$ cat src/rtl/serial_y_pkg.sv
// Shared definitions for the y serial line: state encoding and default word width.
// Used by serial_y_tx and by the matching receiver.
package serial_y_pkg;

  localparam int WIDTH_DEF = 8;

  typedef enum logic [2:0] {
    ST_IDLE  = 3'd0,
    ST_START = 3'd1,
    ST_DATA  = 3'd2,
    ST_PAR   = 3'd3,
    ST_STOP  = 3'd4
  } state_t;

endpackage

$ cat src/rtl/piso_shift_reg.sv
// Parallel-load, serial-out shift register.
// sout always shows the bit that leaves next.
module piso_shift_reg #(
  parameter int WIDTH     = 8,
  parameter bit MSB_FIRST = 1'b1
) (
  input  logic             CLK,
  input  logic             RST,
  input  logic             load,
  input  logic             shift_en,
  input  logic [WIDTH-1:0] data_in,
  output logic             sout
);

  logic [WIDTH-1:0] q;

  always_ff @(posedge CLK) begin
    if (!RST) begin
      q <= '0;
    end else if (load) begin
      q <= data_in;
    end else if (shift_en) begin
      if (MSB_FIRST)
        q <= {q[WIDTH-2:0], 1'b0};
      else
        q <= {1'b0, q[WIDTH-1:1]};
    end
  end

  assign sout = MSB_FIRST ? q[WIDTH-1] : q[0];

endmodule

$ cat src/rtl/serial_y_tx.sv
// Transmitter for the y serial line: start, WIDTH data bits, stop.
// Define SERIAL_Y_TX_PARITY_EN to add an even-parity bit after the data.
module serial_y_tx
  import serial_y_pkg::*;
#(
  parameter int WIDTH      = WIDTH_DEF,
  parameter bit MSB_FIRST  = 1'b1,
  parameter bit IDLE_LEVEL = 1'b0
) (
  input  logic             CLK,
  input  logic             RST,
  input  logic [WIDTH-1:0] data_in,
  input  logic             load,
  output logic             ready,
  output logic             y,
  output logic             busy,
  output logic             done
);

  localparam int CW = $clog2(WIDTH);

  state_t          state, state_d;
  logic [CW-1:0]   cnt, cnt_d;
  logic            y_d;
  logic            sout;
  logic            shift_en;
  logic            accept;

  assign ready  = (state == ST_IDLE) || (state == ST_STOP);
  assign accept = load && ready;
  assign busy   = (state != ST_IDLE);
  assign done   = (state == ST_STOP);

`ifdef SERIAL_Y_TX_PARITY_EN
  logic par_q;

  always_ff @(posedge CLK) begin
    if (!RST)
      par_q <= 1'b0;
    else if (accept)
      par_q <= ^data_in;
  end
`endif

  piso_shift_reg #(
    .WIDTH     (WIDTH),
    .MSB_FIRST (MSB_FIRST)
  ) u_piso (
    .CLK      (CLK),
    .RST      (RST),
    .load     (accept),
    .shift_en (shift_en),
    .data_in  (data_in),
    .sout     (sout)
  );

  // y is registered, so y_d is the level for the state being entered
  always_comb begin
    state_d  = state;
    cnt_d    = cnt;
    y_d      = IDLE_LEVEL;
    shift_en = 1'b0;
    unique case (state)
      ST_IDLE: begin
        if (accept) begin
          state_d = ST_START;
          cnt_d   = CW'(WIDTH - 1);
          y_d     = ~IDLE_LEVEL;
        end
      end
      ST_START: begin
        state_d  = ST_DATA;
        y_d      = sout;
        shift_en = 1'b1;
      end
      ST_DATA: begin
        if (cnt == '0) begin
`ifdef SERIAL_Y_TX_PARITY_EN
          state_d = ST_PAR;
          y_d     = par_q;
`else
          state_d = ST_STOP;
          y_d     = IDLE_LEVEL;
`endif
        end else begin
          cnt_d    = cnt - 1'b1;
          y_d      = sout;
          shift_en = 1'b1;
        end
      end
`ifdef SERIAL_Y_TX_PARITY_EN
      ST_PAR: begin
        state_d = ST_STOP;
        y_d     = IDLE_LEVEL;
      end
`endif
      ST_STOP: begin
        if (accept) begin
          state_d = ST_START;
          cnt_d   = CW'(WIDTH - 1);
          y_d     = ~IDLE_LEVEL;
        end else begin
          state_d = ST_IDLE;
        end
      end
      default: begin
        state_d = ST_IDLE;
        y_d     = IDLE_LEVEL;
      end
    endcase
  end

  always_ff @(posedge CLK) begin
    if (!RST) begin
      state <= ST_IDLE;
      cnt   <= '0;
      y     <= IDLE_LEVEL;
    end else begin
      state <= state_d;
      cnt   <= cnt_d;
      y     <= y_d;
    end
  end

endmodule

$ cat config.mk
export PLATFORM = sky130hd
export DESIGN_NAME = serial_y_tx
export DESIGN_NICKNAME = d
export VERILOG_FILES = /design/src/rtl/serial_y_pkg.sv /design/src/rtl/piso_shift_reg.sv /design/src/rtl/serial_y_tx.sv
export SDC_FILE = /design/constraint.sdc
export NUM_CORES = 1
export LEC_CHECK = 0
export ABC_AREA = 1
export BUFFER_PORTS_ARGS = -buffer_cell sky130_fd_sc_hd__clkbuf_2
export CAP_MARGIN = 20
export CORE_AREA = 2 2 41 43
export DETAILED_ROUTE_END_ITERATION = 6
export DIE_AREA = 0 0 43 45
export GPL_TIMING_DRIVEN = 0
export PLACE_DENSITY = 0.77
export SYNTH_ARGS = -nofsm -noshare
export SYNTH_HDL_FRONTEND = slang
export SYNTH_SLANG_ARGS = --single-unit
$ cat constraint.sdc
create_clock -name CLK -period 2.59 [get_ports CLK]
set_clock_uncertainty 0.05 [all_clocks]
set_input_delay 0.259 -clock CLK [delete_from_list [all_inputs] [get_ports CLK]]
set_output_delay 0.259 -clock CLK [all_outputs]
set_load 0.05 [all_outputs]
## Word level (Yosys, flattened, before mapping)

Index checks and enable logic that the tools add are counted.

- Register bits after elaboration: 15
- Input port bits: 11
- Output and inout bits: 4
- Logic and storage cells: 36

- Add/subtract/negate cells: 1
- Eq/ne operators: 7
- Muxes and demuxes: 14
- Reductions and logical operators: 10

Operators by type and width:

| cell | count |
|---|---|
| $mux W8 | 2 |
| $mux W3 | 4 |
| $pmux W3 S4 | 1 |
| $logic_not A3 Y1 | 2 |
| $ne A2 B2 Y1 const B | 3 |
| $pmux W3 S2 | 1 |
| $mux W1 | 4 |
| $reduce_bool A2 Y1 | 2 |
| $eq A3 B1 Y1 const B | 1 |
| $eq A3 B2 Y1 const B | 1 |
| $eq A3 B3 Y1 const B | 1 |
| $pmux W1 S3 | 1 |
| $reduce_and A3 Y1 | 1 |
| $reduce_bool A3 Y1 | 1 |
| $sub A3 B1 Y3 const B | 1 |
| $ne A2 B1 Y1 const B | 1 |
| $pmux W1 S2 | 1 |
| $reduce_and A2 Y1 | 1 |
| $reduce_or A2 Y1 | 1 |
| $logic_and A1 B1 Y1 | 1 |
| $logic_or A1 B1 Y1 | 1 |

## Longest topological paths before layout

- Word-level depth: 5
- Gate-level depth with buffers: 10

## Modules after synthesis

Synthesis repeated with hierarchy kept, for this count alone.

- Cells, all modules: 110
- Area total of the unflattened synthesis: 798.3 um2

By module, submodules not included:

| module | times used | cells an instance | area each (um2) | seq. area each (um2) |
|---|---|---|---|---|
| piso_shift_reg | 1 | 60 | 399.1 | 160.2 |
| serial_y_tx | 1 | 50 | 399.1 | 140.1 |

## Least setup slack after synthesis

OpenSTA, ideal clock, no wires.

- Kind: register to output
- From: reg state[0]
- To: out busy
- Arrival: 1179 ps
- Data required time: 2281 ps
- Setup slack: 1102 ps
- Stages on the path, launching flop included: 3
- Buffers on the path: 0
- Cells stage by stage: dfxtp_1 > nor2_4 > nand2_1

- Cells in the longest elaborated chain, start to end: 1

Ends and longest elaborated chain:

| element | line | text |
|---|---|---|
| start, declared | serial_y_tx.sv:22 | `state_t state, state_d;` |
| start signal, assigned | serial_y_tx.sv:119 | `state <= state_d;` |
| $reduce_bool A3 Y1 | serial_y_tx.sv:31 | `assign busy = (state != ST_IDLE);` |
| end, declared | serial_y_tx.sv:16 | `output logic busy,` |

Every way passes these cells.

## Worst setup path in the final report

- From: reg cnt[0]
- To: reg cnt[2]

- Cells in the longest elaborated chain, start to end: 3
- Elaborated cells on any way between the ends: 6
- Classes of those cells: 1 x add/sub; 1 x eq/ne; 2 x mux; 2 x reduce/logical

Ends and longest elaborated chain:

| element | line | text |
|---|---|---|
| start, declared | serial_y_tx.sv:23 | `logic [CW-1:0] cnt, cnt_d;` |
| start signal, assigned | serial_y_tx.sv:120 | `cnt <= cnt_d;` |
| $sub A3 B1 Y3 or $logic_not A3 Y1 (tied branches) | serial_y_tx.sv:86, serial_y_tx.sv:77 |  |
| $mux W3 or $ne A2 B2 Y1 (tied branches) | -- |  |
| $pmux W3 S2 or $reduce_and A3 Y1 (tied branches) | -- |  |

Several ways; a longest one is shown, not always the timed one. The select of a mux whose other input is x is not followed.
A chain may end at the register's enable or synchronous reset.

==> flow_summary.ini <==
[detailed_routing]
drt_iter0_markers = 13
antenna_left = 0
viasPerCell = 4.921
drtPass1Iterations = 4
vias = 748
drc = 0
wl_um = 1649
avgRoutedWirePerCell_um = 10.85

[layout]
fillers = 149
stdcell_count = 152
drive_gt1_frac = 0.1691
final_nets = 150
syn_to_final_growth_pct = 14.15
antenna_cells = 0
fin_area_sq_um = 898.4

[logic_synthesis]
syn_area_sq_um = 787.0
yosys_warnings = 0
post_synth.cell_area_avg_sq_um = 6.613
synth.net_count = 132
ys_seq_area_frac = 0.3816
ys_seq_elements = 15
syn_inst = 119
ys_types = 16

[cts]
cts_setup_buffers = 0
cts_buffer_depth = 2
clock-sinks = 15
cts_buffers = 3
cts_hold_buffers = 0
clk_latency_ps = 280
h-tree-depth = 1
ctsResizeCount = 0
clk_pin_slew_ps = 90
cts_tree = built
clockRootBuffer = clkbuf_4

[outcome]
outcome = finished clean

[die]
dieArea_sq_um = 1935
start_util = 0.5349
dieWidth_um = 43
rows = 14
coreArea_sq_um = 1471
io_pins = 15
die_height_um = 45

[global_routing]
antenna_found_initial = 0
grt_usage = 0.1893
grt_pass1_wl_um = 2746
grt_pass1_vias = 662
grt-ovfl-total = 0
grt_max_degree = 11

[sta]
fmaxAchievable_ghz = 0.6375
rsz0062_at_grt = no
period_needed_ps = 1569
slew_headroom = 0.7206
fin_setup_tns_ps = 0
timing.final.ws_setup_ps = 1021
finalHoldViolCount = 0
finalSetupViolations = 0
period_share = 0.6057
slew_violations = 0
worst_pin_slew_ps = 419.1

[place]
io_buffers = 13
hpwl_um = 1256
gp_congestion = 0.7859
dpl_cell_area_sq_um = 872.1
dp_slack_ps = 1022
post-place-cells = 148

[critical_path]
crit_path_max_incr_delay_ps = 340
critPathKind = reg -> reg
startpoint_type = flip-flop
critPathMaxFanout = 10
arrival_ps = 1700
crit_path_cell_trace = inv_1 -> ha_1 -> ha_1 -> inv_1 -> nand3_1 -> buf_4 -> nand2_1 -> inv_1 -> nor2_1 -> nor2_1
cp.required_ps = 2720
cp-end-kind = flip-flop
cp_slowest_cell = dfxtp_1
crit_top_cell = inv_1

[pwr]
leakage_nw = 0.4784
pwr_density_cell_nw_per_um2 = 626.7
ir_worst_vdd_uv = 314.1

[run]
max_cap_viol_count = 0

[worst_hold_path]
hp-class = in -> reg
[critical path, delay by kind of cell, from the launching register on]
kind / cells / cell delay (ps)
buffers and inverters: 4 / 370
AND/OR/NAND/NOR: 4 / 320
flip-flops: 1 / 340
adder cells (fa/ha/maj): 2 / 380
[where the power goes]
group / internal (mW) / total, mW / switching, mW
Combinational: 0.0570 / 0.161 / 0.104
Sequential: 0.256 / 0.270 / 0.0138
Clock: 0.0598 / 0.132 / 0.0723
Total: 0.373 / 0.563 / 0.190
[final timing paths]
path,from,to,slack (ps),depth (start not counted)
setup reg to reg,cnt[0],cnt[2],1020,10
hold reg to reg,cnt[0],cnt[0],440,2
setup / recovery,cnt[0],cnt[2],1020,10
hold / removal,data_in[0],u_piso.q[0],140,3
[metal layers]
| metal | wire (um) | vias to the layer above | GRT usage | share of wire |
|---|---|---|---|---|
| met5 | 0 | - | 0 | 0 |
| met4 | 33 | 0 | 0.09091 | 0.020 |
| met3 | 41 | 5 | 0.02400 | 0.025 |
| li1 | - | 403 | - | - |
| met2 | 800 | 12 | 0.3273 | 0.49 |
| met1 | 773 | 328 | 0.2357 | 0.47 |
[layout by cell type (no fill, tap or decap)]
| cell | instances |
|---|---|
| nand2_1 | 32 |
| nor2_1 | 22 |
| inv_1 | 17 |
| dfxtp_1 | 15 |
| clkbuf_2 | 13 |
| nand3_1 | 10 |
| nand4_1 | 7 |
| clkbuf_1 | 3 |
| o21ai_0 | 3 |
| clkbuf_4 | 3 |
| nor2_4 | 2 |
| a21oi_1 | 2 |
| ha_1 | 2 |
| buf_4 | 1 |
| nand2_4 | 1 |
| buf_6 | 1 |
| nand3_2 | 1 |
| nor2_2 | 1 |
[registers in the layout, indices dropped and copies added (netlist names)]
| name | count |
|---|---|
| y | 1 |
| cnt | 3 |
| state | 3 |
| u_piso.q | 8 |
[cell usage after synthesis]
cell type	instances	area, sq um
nand3_2	1	10.01
nor2_2	1	6.260
nand2_4	1	11.26
a21oi_1	2	10.01
nor2_1	22	82.58
dfxtp_1	15	300.3
nand3_1	10	50.05
o21ai_0	3	15.01
buf_4	1	7.510
ha_1	2	25.02
nand2_1	32	120.1
buf_6	1	11.26
nand4_1	7	43.79
clkbuf_1	2	7.510
nor2_4	2	22.52
inv_1	17	63.81
[kinds of logic after synthesis]
family / share of synthesized area
adders and majority gates: 0.03179
DFF: 0.3816
and+or+nand+nor: 0.4404
buffers and inverters: 0.1145
AOI/OAI and AO/OA: 0.03179
[metrics by stage]
step | util | hold WS [ps] | total power, mW
after detailed placement | 0.5927 | 430.7 | 0.4384
after global routing | 0.6105 | 144.4 | 0.5997
after global placement | 0.5927 | 404.2 | 0.4309
final | 0.6105 | 143.6 | 0.5630
after floorplan | - | 319.5 | 0.3994
after CTS | 0.6105 | 144.6 | 0.5678
[area by class of cell]
class                      instances  area, sq um  area share
tap                               16        20.02     0.02228
sequential                        15        300.3      0.3343
inverter                          17        63.81     0.07103
clock buffer                       4        26.28     0.02925
buffer                             4        26.28     0.02925
timing repair buffer              13        65.06     0.07242
multi-input combinational         83        396.6      0.4415
Note: power is estimated with default switching activity, not from simulation.
